<file path="config.mk">
export PLATFORM = sky130hd
export DESIGN_NAME = seven_seg_scan_driver
export DESIGN_NICKNAME = d
export VERILOG_FILES = /design/src/rtl/seven_seg_pkg.sv /design/src/rtl/seven_seg_lut.sv /design/src/rtl/seven_seg_scan_driver.sv
export SDC_FILE = /design/constraint.sdc
export NUM_CORES = 1
export LEC_CHECK = 0
export ABC_AREA = 1
export BUFFER_PORTS_ARGS = -buffer_cell sky130_fd_sc_hd__buf_2
export CORE_ASPECT_RATIO = 1.25
export CORE_UTILIZATION = 35
export DETAILED_ROUTE_END_ITERATION = 8
export GPL_ROUTABILITY_DRIVEN = 0
export HOLD_SLACK_MARGIN = 0.15
export SLEW_MARGIN = 0
export SYNTH_ARGS = -nofsm -noshare
export SYNTH_HDL_FRONTEND = slang
export SYNTH_SLANG_ARGS = --single-unit
export TNS_END_PERCENT = 50
</file>
<file path="constraint.sdc">
create_clock -name clk -period 2.3 [get_ports clk]
set_clock_uncertainty 0.05 [all_clocks]
set_input_delay 0.46 -clock clk [delete_from_list [all_inputs] [get_ports clk]]
set_output_delay 0.46 -clock clk [all_outputs]
set_load 0.02 [all_outputs]
</file>
<file path="src/rtl/seven_seg_pkg.sv">
// Shared segment encodings and the BCD-to-segment decode used by the scan driver.
// Segment bit order is {a,b,c,d,e,f,g}; patterns are active-high.
package seven_seg_pkg;

    localparam logic [6:0] SEG_0    = 7'b1111110;
    localparam logic [6:0] SEG_1    = 7'b0110000;
    localparam logic [6:0] SEG_2    = 7'b1101101;
    localparam logic [6:0] SEG_3    = 7'b1111001;
    localparam logic [6:0] SEG_4    = 7'b0110011;
    localparam logic [6:0] SEG_5    = 7'b1011011;
    localparam logic [6:0] SEG_6    = 7'b1011111;
    localparam logic [6:0] SEG_7    = 7'b1110000;
    localparam logic [6:0] SEG_8    = 7'b1111111;
    localparam logic [6:0] SEG_9    = 7'b1111011;
    localparam logic [6:0] SEG_DASH = 7'b0000001;
    localparam logic [6:0] SEG_OFF  = 7'b0000000;

    // Non-BCD nibbles render as a dash so a corrupted value is visible on the board.
    function automatic logic [6:0] bcd_to_seg(input logic [3:0] digit);
        case (digit)
            4'd0:    return SEG_0;
            4'd1:    return SEG_1;
            4'd2:    return SEG_2;
            4'd3:    return SEG_3;
            4'd4:    return SEG_4;
            4'd5:    return SEG_5;
            4'd6:    return SEG_6;
            4'd7:    return SEG_7;
            4'd8:    return SEG_8;
            4'd9:    return SEG_9;
            default: return SEG_DASH;
        endcase
    endfunction

endpackage

</file>
<file path="src/rtl/seven_seg_lut.sv">
// Combinational nibble-to-segment decoder, shared by all digits through the scan mux.
module seven_seg_lut
    import seven_seg_pkg::*;
(
    input  logic [3:0] i_digit,
    output logic [6:0] o_seg
);

    assign o_seg = bcd_to_seg(i_digit);

endmodule

</file>
<file path="src/rtl/seven_seg_scan_driver.sv">
// Time-multiplexed seven-segment driver: one digit per refresh slot, frame-atomic
// display update, leading-zero blanking, invalid-digit dash and anode guard cycles.
module seven_seg_scan_driver
    import seven_seg_pkg::*;
#(
    parameter int NUM_DIGITS     = 4,
    parameter int REFRESH_DIV    = 1000,
    parameter int GUARD          = 2,
    parameter int LZ_SUPPRESS    = 1,
    parameter int SEG_ACTIVE_LOW = 0,
    parameter int AN_ACTIVE_LOW  = 0
) (
    input  logic                    clk,
    input  logic                    rst,
    input  logic                    load,
    input  logic [4*NUM_DIGITS-1:0] bcd_in,
    input  logic [NUM_DIGITS-1:0]   dp_in,
    input  logic                    blank,
    output logic [6:0]              seg,
    output logic                    dp,
    output logic [NUM_DIGITS-1:0]   an,
    output logic                    frame_tick,
    output logic                    invalid
);

    localparam int   PRE_W   = (REFRESH_DIV > 1) ? $clog2(REFRESH_DIV) : 1;
    localparam int   IDX_W   = (NUM_DIGITS > 1) ? $clog2(NUM_DIGITS) : 1;
    localparam logic SEG_POL = (SEG_ACTIVE_LOW != 0);
    localparam logic AN_POL  = (AN_ACTIVE_LOW != 0);

    logic [PRE_W-1:0]        r_presc;
    logic [IDX_W-1:0]        r_idx;
    logic [4*NUM_DIGITS-1:0] r_pending;
    logic [4*NUM_DIGITS-1:0] r_display;
    logic [NUM_DIGITS-1:0]   r_dp_pending;
    logic [NUM_DIGITS-1:0]   r_dp_display;

    logic                    w_pre_tc;
    logic                    w_idx_last;
    logic                    w_wrap;
    logic [4*NUM_DIGITS-1:0] w_next_display;
    logic [NUM_DIGITS-1:0]   w_next_dp;
    logic                    w_next_invalid;
    logic [NUM_DIGITS-1:0]   w_sup;
    logic [NUM_DIGITS-1:0]   w_onehot;
    logic [3:0]              w_digit;
    logic [6:0]              w_seg;
    logic                    w_an_en;
    logic                    w_dp_bit;

    assign w_pre_tc   = (r_presc == PRE_W'(REFRESH_DIV - 1));
    assign w_idx_last = (r_idx == IDX_W'(NUM_DIGITS - 1));
    assign w_wrap     = w_pre_tc && w_idx_last;

    // A load landing on the wrap edge bypasses pending so it is shown in the very next slot.
    assign w_next_display = load ? bcd_in : r_pending;
    assign w_next_dp      = load ? dp_in  : r_dp_pending;

    always_comb begin : invalid_scan
        w_next_invalid = 1'b0;
        for (int i = 0; i < NUM_DIGITS; i++) begin
            w_next_invalid = w_next_invalid | (w_next_display[4*i +: 4] > 4'd9);
        end
    end

    // Walk from the top digit down; a digit is blank until a non-zero nibble is seen.
    always_comb begin : lz_mask
        logic nz_seen;
        nz_seen = 1'b0;
        w_sup   = '0;
        for (int i = NUM_DIGITS - 1; i >= 0; i--) begin
            nz_seen  = nz_seen | (r_display[4*i +: 4] != 4'd0);
            w_sup[i] = (LZ_SUPPRESS != 0) && (i > 0) && !nz_seen;
        end
    end

    assign w_digit  = r_display[4*r_idx +: 4];
    assign w_dp_bit = r_dp_display[r_idx];
    assign w_onehot = NUM_DIGITS'(1) << r_idx;
    assign w_an_en  = (r_presc >= PRE_W'(GUARD)) && !blank && !w_sup[r_idx];

    seven_seg_lut u_lut (
        .i_digit (w_digit),
        .o_seg   (w_seg)
    );

    // NOTE: sequential state uses non-blocking assignments so every register samples pre-edge values.
    always_ff @(posedge clk) begin
        if (rst) begin
            r_presc      <= '0;
            r_idx        <= '0;
            r_pending    <= '0;
            r_display    <= '0;
            r_dp_pending <= '0;
            r_dp_display <= '0;
            seg          <= {7{SEG_POL}};
            dp           <= SEG_POL;
            an           <= {NUM_DIGITS{AN_POL}};
            frame_tick   <= 1'b0;
            invalid      <= 1'b0;
        end else begin
            if (w_pre_tc) begin
                r_presc <= '0;
                r_idx   <= w_idx_last ? '0 : r_idx + IDX_W'(1);
            end else begin
                r_presc <= r_presc + PRE_W'(1);
            end

            if (load) begin
                r_pending    <= bcd_in;
                r_dp_pending <= dp_in;
            end

            if (w_wrap) begin
                r_display    <= w_next_display;
                r_dp_display <= w_next_dp;
                invalid      <= w_next_invalid;
            end

            frame_tick <= w_wrap;
            seg        <= w_seg ^ {7{SEG_POL}};
            dp         <= (w_dp_bit & ~w_sup[r_idx]) ^ SEG_POL;
            an         <= (w_an_en ? w_onehot : '0) ^ {NUM_DIGITS{AN_POL}};
        end
    end

endmodule

</file>
* After elaboration in Yosys (flattened, before gate mapping)
Memory sizes are Yosys's and may differ from the RTL's. A register that Yosys moved wholly into a read port is not among the register bits.
Cells that the tools add are included.
** Operators by class
- Add/subtract/negate cells :: 2
- $lt $le $gt $ge :: 6
- Equal/unequal tests :: 2
- Shift-type cells :: 2
- Mux-type cells :: 7
- Bitwise operators :: 8
- Reduce and logical (&&, ||, !) cells :: 13
** Operators by type and width (count)
- $gt A4 B4 Y1 const B :: 4
- $mux W16 :: 1
- $shiftx A16 B5 Y4 :: 1
- $reduce_bool A4 Y1 :: 3
- $add A10 B1 Y10 const B :: 1
- $eq A10 B10 Y1 const B :: 1
- $ge A10 B2 Y1 const B :: 1
- $logic_not A1 Y1 :: 5
- $or A1 B1 Y1 :: 5
- $bmux W1 S2 :: 2
- $mux W4 :: 1
- $reduce_or A2 Y1 :: 2
- $shl A1 B2 Y4 const A :: 1
- $logic_and A1 B1 Y1 :: 3
- $lt A2 B3 Y1 const B :: 1
- $add A2 B1 Y2 const B :: 1
- $eq A2 B2 Y1 const B :: 1
- $mux W1 :: 2
- $mux W2 :: 1
- $not A1 Y1 :: 2
- $and A1 B1 Y1 :: 1
** Storage, ports and cells
- Register bits after elaboration :: 59
- Bits in read-only memories :: 112
- Input port bits :: 24
- Output and inout bits :: 14
- Word-level logic and storage cells :: 51
- Memories :: 1
** Memory list
- (no name shown) :: depth 16, width 7, read ports 1, clocked after memory_dff 1, wr ports 0, line seven_seg_pkg.sv:20 : case (digit)

* Longest topological paths before layout
Gate-level depths: netlist (run 1).
- Depth after elaboration :: 10
- Gate-level depth with buffers :: 12
- Mapped depth without buffers :: 11

* Modules after synthesis
From an unflattened synthesis (run 1), not the netlist that was laid out.
** Second synthesis, totals
- Cells, all modules :: 415
- Area, all modules :: 3002.9 um^2
** Modules (own cells, without submodules)
- seven_seg_scan_driver :: times used 1, cells an instance 375, area an instance 2790.2 um^2, seq. area each 1321.3 um^2
- seven_seg_lut :: times used 1, cells an instance 40, area an instance 212.7 um^2, seq. area each 0.0 um^2

* Worst setup path before layout (run 1)
No wires, ideal clock.
- Path type :: flip-flop to flip-flop
- Start point :: register r_idx[0]
- End point :: register seg[3]
- Setup time :: 0.115 ns
- Arrival time :: 1.506 ns
- Data required time :: 2.135 ns
- Slack :: 0.629 ns
- Cell stages (with the launch flop) :: 11
- Buffers on the path :: 1
- Clock period less this slack :: 1.671 ns
- Path through :: dfxtp_1 > buf_4 > nor2_1 > nand2_1 > nand3_1 > inv_1 > ha_1 > nand2_1 > nand2_1 > a21oi_1 > nor2_1
** Between the ends
- Longest elaborated chain between the ends :: 1
** Ends and longest elaborated chain
- from (decl) :: line seven_seg_scan_driver.sv:32 : logic [IDX_W-1:0] r_idx;
- from (signal assigned) :: line seven_seg_scan_driver.sv:104 : r_idx <= w_idx_last ? '0 : r_idx + IDX_W'(1);
- $shiftx A16 B5 Y4 :: line seven_seg_scan_driver.sv:77 : assign w_digit = r_display[4*r_idx +: 4];
- to (decl) :: line seven_seg_scan_driver.sv:19 : output logic [6:0] seg,
Every way passes these cells.
A chain may end at the register's enable or synchronous reset.

* Worst setup path in the final report (run 1)
Ends and elaborated chain as after synthesis.

==> qor.yml, run 1 <==
finish:
  final_nets: 448
  drive_gt1_share_pct: 19.5
  syn_to_final_growth_pct: 16.6
  fill_cells: 837
  diodes: 0
logic_synthesis:
  synth_warnings: 0
  yosys.cell_count.top_type: "nand2_1"
  syn-instance-count: 374
  synth-seq-area-share_pct: 45.6
  syn_area_um2: 2900
  synth_common_cells: "nand2_1, dfxtp_1, inv_1, nor2_1"
  ys_top_cells_by_area: "dfxtp_1, nand2_1, inv_1"
  ys_seq_elements: 66
  avgSynthCellArea_um2: 7.74
  netlist.area_leader.share_pct: 45.6
  async_reset_ff_share_pct: 0
  syn_nets: 407
  yosys_most_used_dff: "dfxtp_1"
  synth_edf_count: 0
  synth.distinct_cells: 31
  yosysTopAreaCell: "dfxtp_1"
drt:
  met1_length_um: 2780
  wl_met2_um: 2830
  drt_first_pass_iters: 4
  wl_met3_um: 247
  via_per_inst: 4.60
  dr_total_vias: 2369
  drtAntennaViolNets: 0
  first_iter_violations: 91
  wl_per_cell_um: 11.7
  routed_wl_um: 6030
  highest_layer: "met4"
  route.detailed.drc: 0
clock_network:
  cts-root-buf: "clkbuf_8"
  cts_max_level: 3
  clock_latency_ns: 0.34
  cts_tree: "yes"
  cts.sinks: 66
  cts_buffers: 9
  clk_pin_slew_worst_paths_ns: 0.07
  ctsResizeCount: 0
  clk_path_buf_depth: 2
  postCtsHoldBufs: 0
  cts_setup_buffers: 0
placed_design:
  dp_hpwl_um: 4470
  numPortBuffers: 37
global_route:
  grt_pass1_wl_um: 10100
  antenna_found_initial: 0
  grt_max_degree: 26
  grt_util_all_layers_pct: 14.7
  grt_pass1_vias: 2288
  overflow: 0
min_path:
  hold_end: "r_pending[3]"
  min_from: "bcd_in[3]"
  hold_class: "primary input to flop"
  holdPathStages: 3
floorplanning:
  rows: 36
  design.core.area_um2: 7930
  die_h_um: 104
  die_x_um: 83.4
  initial_utilization_pct: 36.5
  pin_count: 38
  dieArea_um2: 8640
sta:
  setup_viol: 0
  tns_ns: 0
  slew_headroom_pct: 71.3
  timing.final.crit_share_pct: 81.8
  timing.fmax_ghz: 0.531
  grt_setup_unrepaired: "no"
  finalMaxSlewViolations: 0
  worstMarginPinSlew_ns: 0.429
  period_needed_ns: 1.88
  holdWs_ns: 0.334
  hold_viol: 0
critical_path:
  cp_max_fo: 9
  r2r-end: "seg[3]"
  worstSetupPathType: "flop to flop"
  endpoint_kind: "flop"
  crit_start: "r_idx[0]"
  r2r-start: "r_idx[0]"
  critical_path_arrival_ns: 2.07
  reg2reg_slack_ns: 0.42
  r2r_cells: 10
  start_kind: "flop"
  crit_required_ns: 2.49
pwr:
  power_density_nw_per_um2: 715
  ir_worst_vdd_v: 0.000539
  power.share.sequential_pct: 49.1
  power_report.internal_total_mw: 1.84
  clockPowerShare_pct: 44.5
  p_leak_nw: 1.57
  combPwrFrac_pct: 6.5
  switchingPower_mw: 0.576
  finalPower_mw: 2.42
  switching_share_pct: 23.8
status:
  status: "complete, no violations"
job:
  cap_viol_max_count: 0
==> cell usage in the layout, fill, tap and decap left out, types with 2 or more instances in the layout <==
cell,n
nand2_1,91
dfxtp_1,66
inv_1,52
nor2_1,46
buf_2,37
nand3_1,19
a21oi_1,19
o21ai_0,10
o22ai_2,10
ha_1,9
clkbuf_8,9
mux2i_1,8
nand2_2,5
inv_2,4
o22ai_1,4
nor3_1,3
buf_4,3
nor2_4,2
nor2_2,2
nand4_1,2
nor3b_1,2
xor2_1,2
clkinvlp_4,2
clkinv_2,2
bufinv_16,2
==> metrics by stage <==
stage,setup slack [ns],utilization (%),cell area (µm²),instances
finish,0.418,42.6,3380,515
global route,0.176,42.6,3380,515
floorplan,0.629,-,2900,374
detailed placement,0.446,39.9,3160,499
CTS,0.431,42.6,3380,515
global placement,0.509,39.9,3160,499
==> worst max-delay path, stage by stage, from the launching register on <==
cell and delay [ns]:
dfxtp_1 0.39, buf_4 0.19, nor2_1 0.18, nand2_1 0.07, nand3_1 0.17, inv_1 0.13, ha_1 0.31, nand2_1 0.09
nand2_1 0.05, a21oi_1 0.11, nor2_1 0.05
==> cells by family after synthesis <==
kind of cell	count (synthesis)	share of synthesized area (%)
multiplexers	8	2.77
adder cells (fa/ha/maj)	9	3.89
AND/OR/NAND/NOR	175	26.1
flip-flops	66	45.6
XOR/XNOR	2	0.605
AO/OA/AOI/OAI	48	11.6
buffers and inverters	66	9.42
==> layer usage <==
| layer | GRT usage, % | vias to the layer above |
|---|---|---|
| met3 | 3.35 | 16 |
| met4 | 9.36 | 0 |
| met2 | 24.1 | 60 |
| met5 | 0 | - |
| met1 | 17.2 | 1036 |
| li1 | - | 1257 |
==> registers in the layout, indices dropped and copies added (netlist names) <==
register,cells
r_idx,2
frame_tick,1
seg,7
r_dp_pending,4
dp,1
r_display,16
an,4
r_dp_display,4
r_pending,16
invalid,1
r_presc,10
==> area by class of cell <==
class	instances	area (µm²)	share of cell area [%]
Tap cell	95	119	3.52
Timing Repair Buffer	40	208	6.15
Sequential cell	66	1320	39.1
Multi-Input combinational cell	242	1300	38.5
Clock inverter	7	93.8	2.78
Inverter	56	210	6.22
Clock buffer	9	124	3.67
==> worst max path at each step <==
stage | slack [ns] | end
2_1_floorplan | 0.63 | seg[3]
3_3_place_gp | 0.51 | seg[3]
3_5_place_dp | 0.45 | seg[3]
4_1_cts | 0.43 | seg[3]
5_1_grt | 0.18 | seg[3]
6_report | 0.42 | seg[3]
==> power by group through the flow <==
stage / combinational (mW) / sequential, mW / clock (mW)
finish: 0.157 / 1.19 / 1.07
CTS: 0.160 / 1.19 / 1.11
global route: 0.177 / 1.19 / 1.14
floorplan: 0.102 / 1.22 / 0
detailed placement: 0.159 / 1.21 / 0
global placement: 0.156 / 1.21 / 0
Note: power is estimated with default switching activity, not from simulation.
==> inputs of run 2 (changes only) <==
==> constraint.sdc (replaced) <==
create_clock -name clk -period 1.8 [get_ports clk]
set_clock_uncertainty 0.05 [all_clocks]
set_input_delay 0.36 -clock clk [delete_from_list [all_inputs] [get_ports clk]]
set_output_delay 0.36 -clock clk [all_outputs]
set_load 0.02 [all_outputs]
==> run 2 against run 1 <==
  * Global-route usage is 0.11 points higher
  * Cell area is 3.3% higher
  * Via count is 0.51% higher
  * Die area stayed put
  * Power is 30% higher
  * Clock power is 32% higher
  * Sequential power is 27% higher
  * Core utilization is 1.4 points higher
  * Register-to-register slack worse by 0.25 ns
  * Flip-flop and latch count stayed put
  * First-iteration DRC count is 13% lower
  * Maximum frequency is 16% higher
==> qor.yml, run 2 (synthesis gave the netlist of run 1 again) <==
status:
  status: "complete, no violations"  # unchanged
clock_network:
  clk_pin_slew_worst_paths_ns: 0.07  # about the same
  clk_path_buf_depth: 2  # unchanged
  postCtsHoldBufs: 0  # unchanged
  cts_setup_buffers: 0  # unchanged
  cts-root-buf: "clkbuf_8"  # unchanged
  cts_tree: "yes"  # unchanged
  cts.sinks: 66  # unchanged
  cts_max_level: 3  # unchanged
  clock_latency_ns: 0.35  # was 0.34 ns
  cts_buffers: 9  # unchanged
sta:
  finalMaxSlewViolations: 0  # unchanged
  hold_viol: 0  # unchanged
  timing.final.crit_share_pct: 90.5  # was 81.8%
  tns_ns: 0  # unchanged
  slew_headroom_pct: 76.0  # was 71.3%
  worst_slack_ns: 0.171  # was 0.418 ns
  worstMarginPinSlew_ns: 0.359  # was 0.429 ns
  grt_setup_unrepaired: "no"  # unchanged
  timing.fmax_ghz: 0.614  # was 0.531 GHz
  period_needed_ns: 1.63  # was 1.88 ns
  setup_viol: 0  # unchanged
finish:
  fill_cells: 816  # was 837
  diodes: 0  # unchanged
  seqCellArea_um2: 1330  # was 1320 µm²
  final_common_cell: "nand2_1"  # unchanged
  utilization_pct: 44.0  # was 42.6%
  finalNonFillerCells: 525  # was 515
  syn_to_final_growth_pct: 20.5  # was 16.6%
  drive_gt1_share_pct: 22.1  # was 19.5%
  largest_registers: "r_display: 16 flops, r_pending: 16 flops, r_presc: 10 flops"  # unchanged
  mostFrequentLayoutCells: "nand2_1, dfxtp_1, inv_1, nor2_1, buf_2"  # unchanged
  final_nets: 458  # was 448
  multi_input_area_um2: 1310  # was 1300 µm²
floorplanning:
  design.core.area_um2: 7930  # unchanged
  die_h_um: 104  # unchanged
  initial_utilization_pct: 36.5  # unchanged
  pin_count: 38  # unchanged
  rows: 36  # unchanged
  dieArea_um2: 8640  # unchanged
  die_x_um: 83.4  # unchanged
critical_path:
  endpoint_kind: "flop"  # unchanged
  reg2reg_slack_ns: 0.17  # was 0.42 ns
  crit_start: "r_presc[0]"  # was r_idx[0]
  start_kind: "flop"  # unchanged
  crit_end: "r_presc[9]"  # was seg[3]
  cp_max_fo: 9  # unchanged
  critical_path_arrival_ns: 1.80  # was 2.07 ns
  r2r_cells: 6  # was 10
  crit_required_ns: 1.97  # was 2.49 ns
  worstSetupPathType: "flop to flop"  # unchanged
  r2r-start: "r_presc[0]"  # was r_idx[0]
  r2r-end: "r_presc[9]"  # was seg[3]
pwr:
  ir_worst_vdd_v: 0.000494  # was 0.000539 V
  finalPower_mw: 3.14  # was 2.42 mW
  p_leak_nw: 1.64  # was 1.57 nW
  power_density_nw_per_um2: 900  # was 715 nW/µm²
drt:
  via_per_inst: 4.54  # was 4.60
  dr_total_vias: 2381  # was 2,369
  route.detailed.drc: 0  # unchanged
  highest_layer: "met4"  # unchanged
  wl_per_cell_um: 11.3  # was 11.7 µm
  wl_met3_um: 203  # was 247 µm
  wl_met2_um: 2650  # was 2830 µm
  first_iter_violations: 79  # was 91
  drt_first_pass_iters: 4  # unchanged
  routed_wl_um: 5940  # was 6030 µm
  met1_length_um: 2920  # was 2780 µm
  drtAntennaViolNets: 0  # unchanged
global_route:
  grt_util_all_layers_pct: 14.8  # was 14.7%
  grt_max_degree: 26  # unchanged
  grt_pass1_wl_um: 10200  # was 10,100 µm
  overflow: 0  # unchanged
  grt_pass1_vias: 2265  # was 2,288
  antenna_found_initial: 0  # unchanged
placed_design:
  dp_cells: 509  # was 499
  numPortBuffers: 37  # unchanged
  dp_hpwl_um: 4340  # was 4470 µm
  place_ws_ns: 0.00444  # was 0.446 ns
min_path:
  hold_class: "primary input to flop"  # unchanged
job:
  cap_viol_max_count: 0  # unchanged
==> run 2: critical path: stages, from the launching register on <==
cell and delay (ns):
dfxtp_1 0.39, ha_1 0.22, nand2_2 0.12, nor2_4 0.15, nand3_1 0.17, nand2_1 0.32
nor3b_1 0.09
==> run 2: layout make-up <==
type,instances,share of cell area (%)
Multi-Input combinational cell,242,37.5
Clock inverter,6,2.55
Sequential cell,66,38.1
Timing Repair Buffer,50,8.46
Clock buffer,10,3.95
Inverter,56,6.03
Tap cell,95,3.41
==> run 2: timing repair <==
| action | CTS | global route |
|---|---|---|
| hold endpoints to repair | 0 | 0 |
| resized for setup | 1 | 5 |
| setup endpoints to repair | 1 | 22 |
==> run 2: worst min-delay path by stage <==
stage / start / endpoint / slack (ns) / depth (start not counted)
final: dp_in[0] / r_dp_pending[0] / 0.23 / 3
after global placement: r_presc[0] / r_presc[0] / 0.39 / 1
after floorplan: r_presc[0] / r_presc[0] / 0.38 / 1
after detailed placement: r_presc[0] / r_presc[0] / 0.41 / 1
after CTS: bcd_in[7] / r_pending[7] / 0.22 / 3
after global routing: bcd_in[11] / r_pending[11] / 0.23 / 3
==> run 2: per-stage QoR <==
| step | hold slack [ns] | area (µm²) |
|---|---|---|
| floorplan | 0.380 | 2900 |
| global placement | 0.393 | 3250 |
| detailed placement | 0.405 | 3250 |
| CTS | 0.217 | 3470 |
| global route | 0.228 | 3490 |
| finish | 0.232 | 3490 |
==> run 2: per-layer routing <==
metal	up-vias	global-route usage, %
li1	1290	-
met1	1038	17.7
met2	42	23.8
met3	11	4.54
met4	0	7.39
met5	-	0
==> run 2: report_power, final <==
group	internal [mW]	switching, mW
combinational	0.0849	0.127
sequential	1.50	0.0140
clock	0.820	0.595
total	2.40	0.736
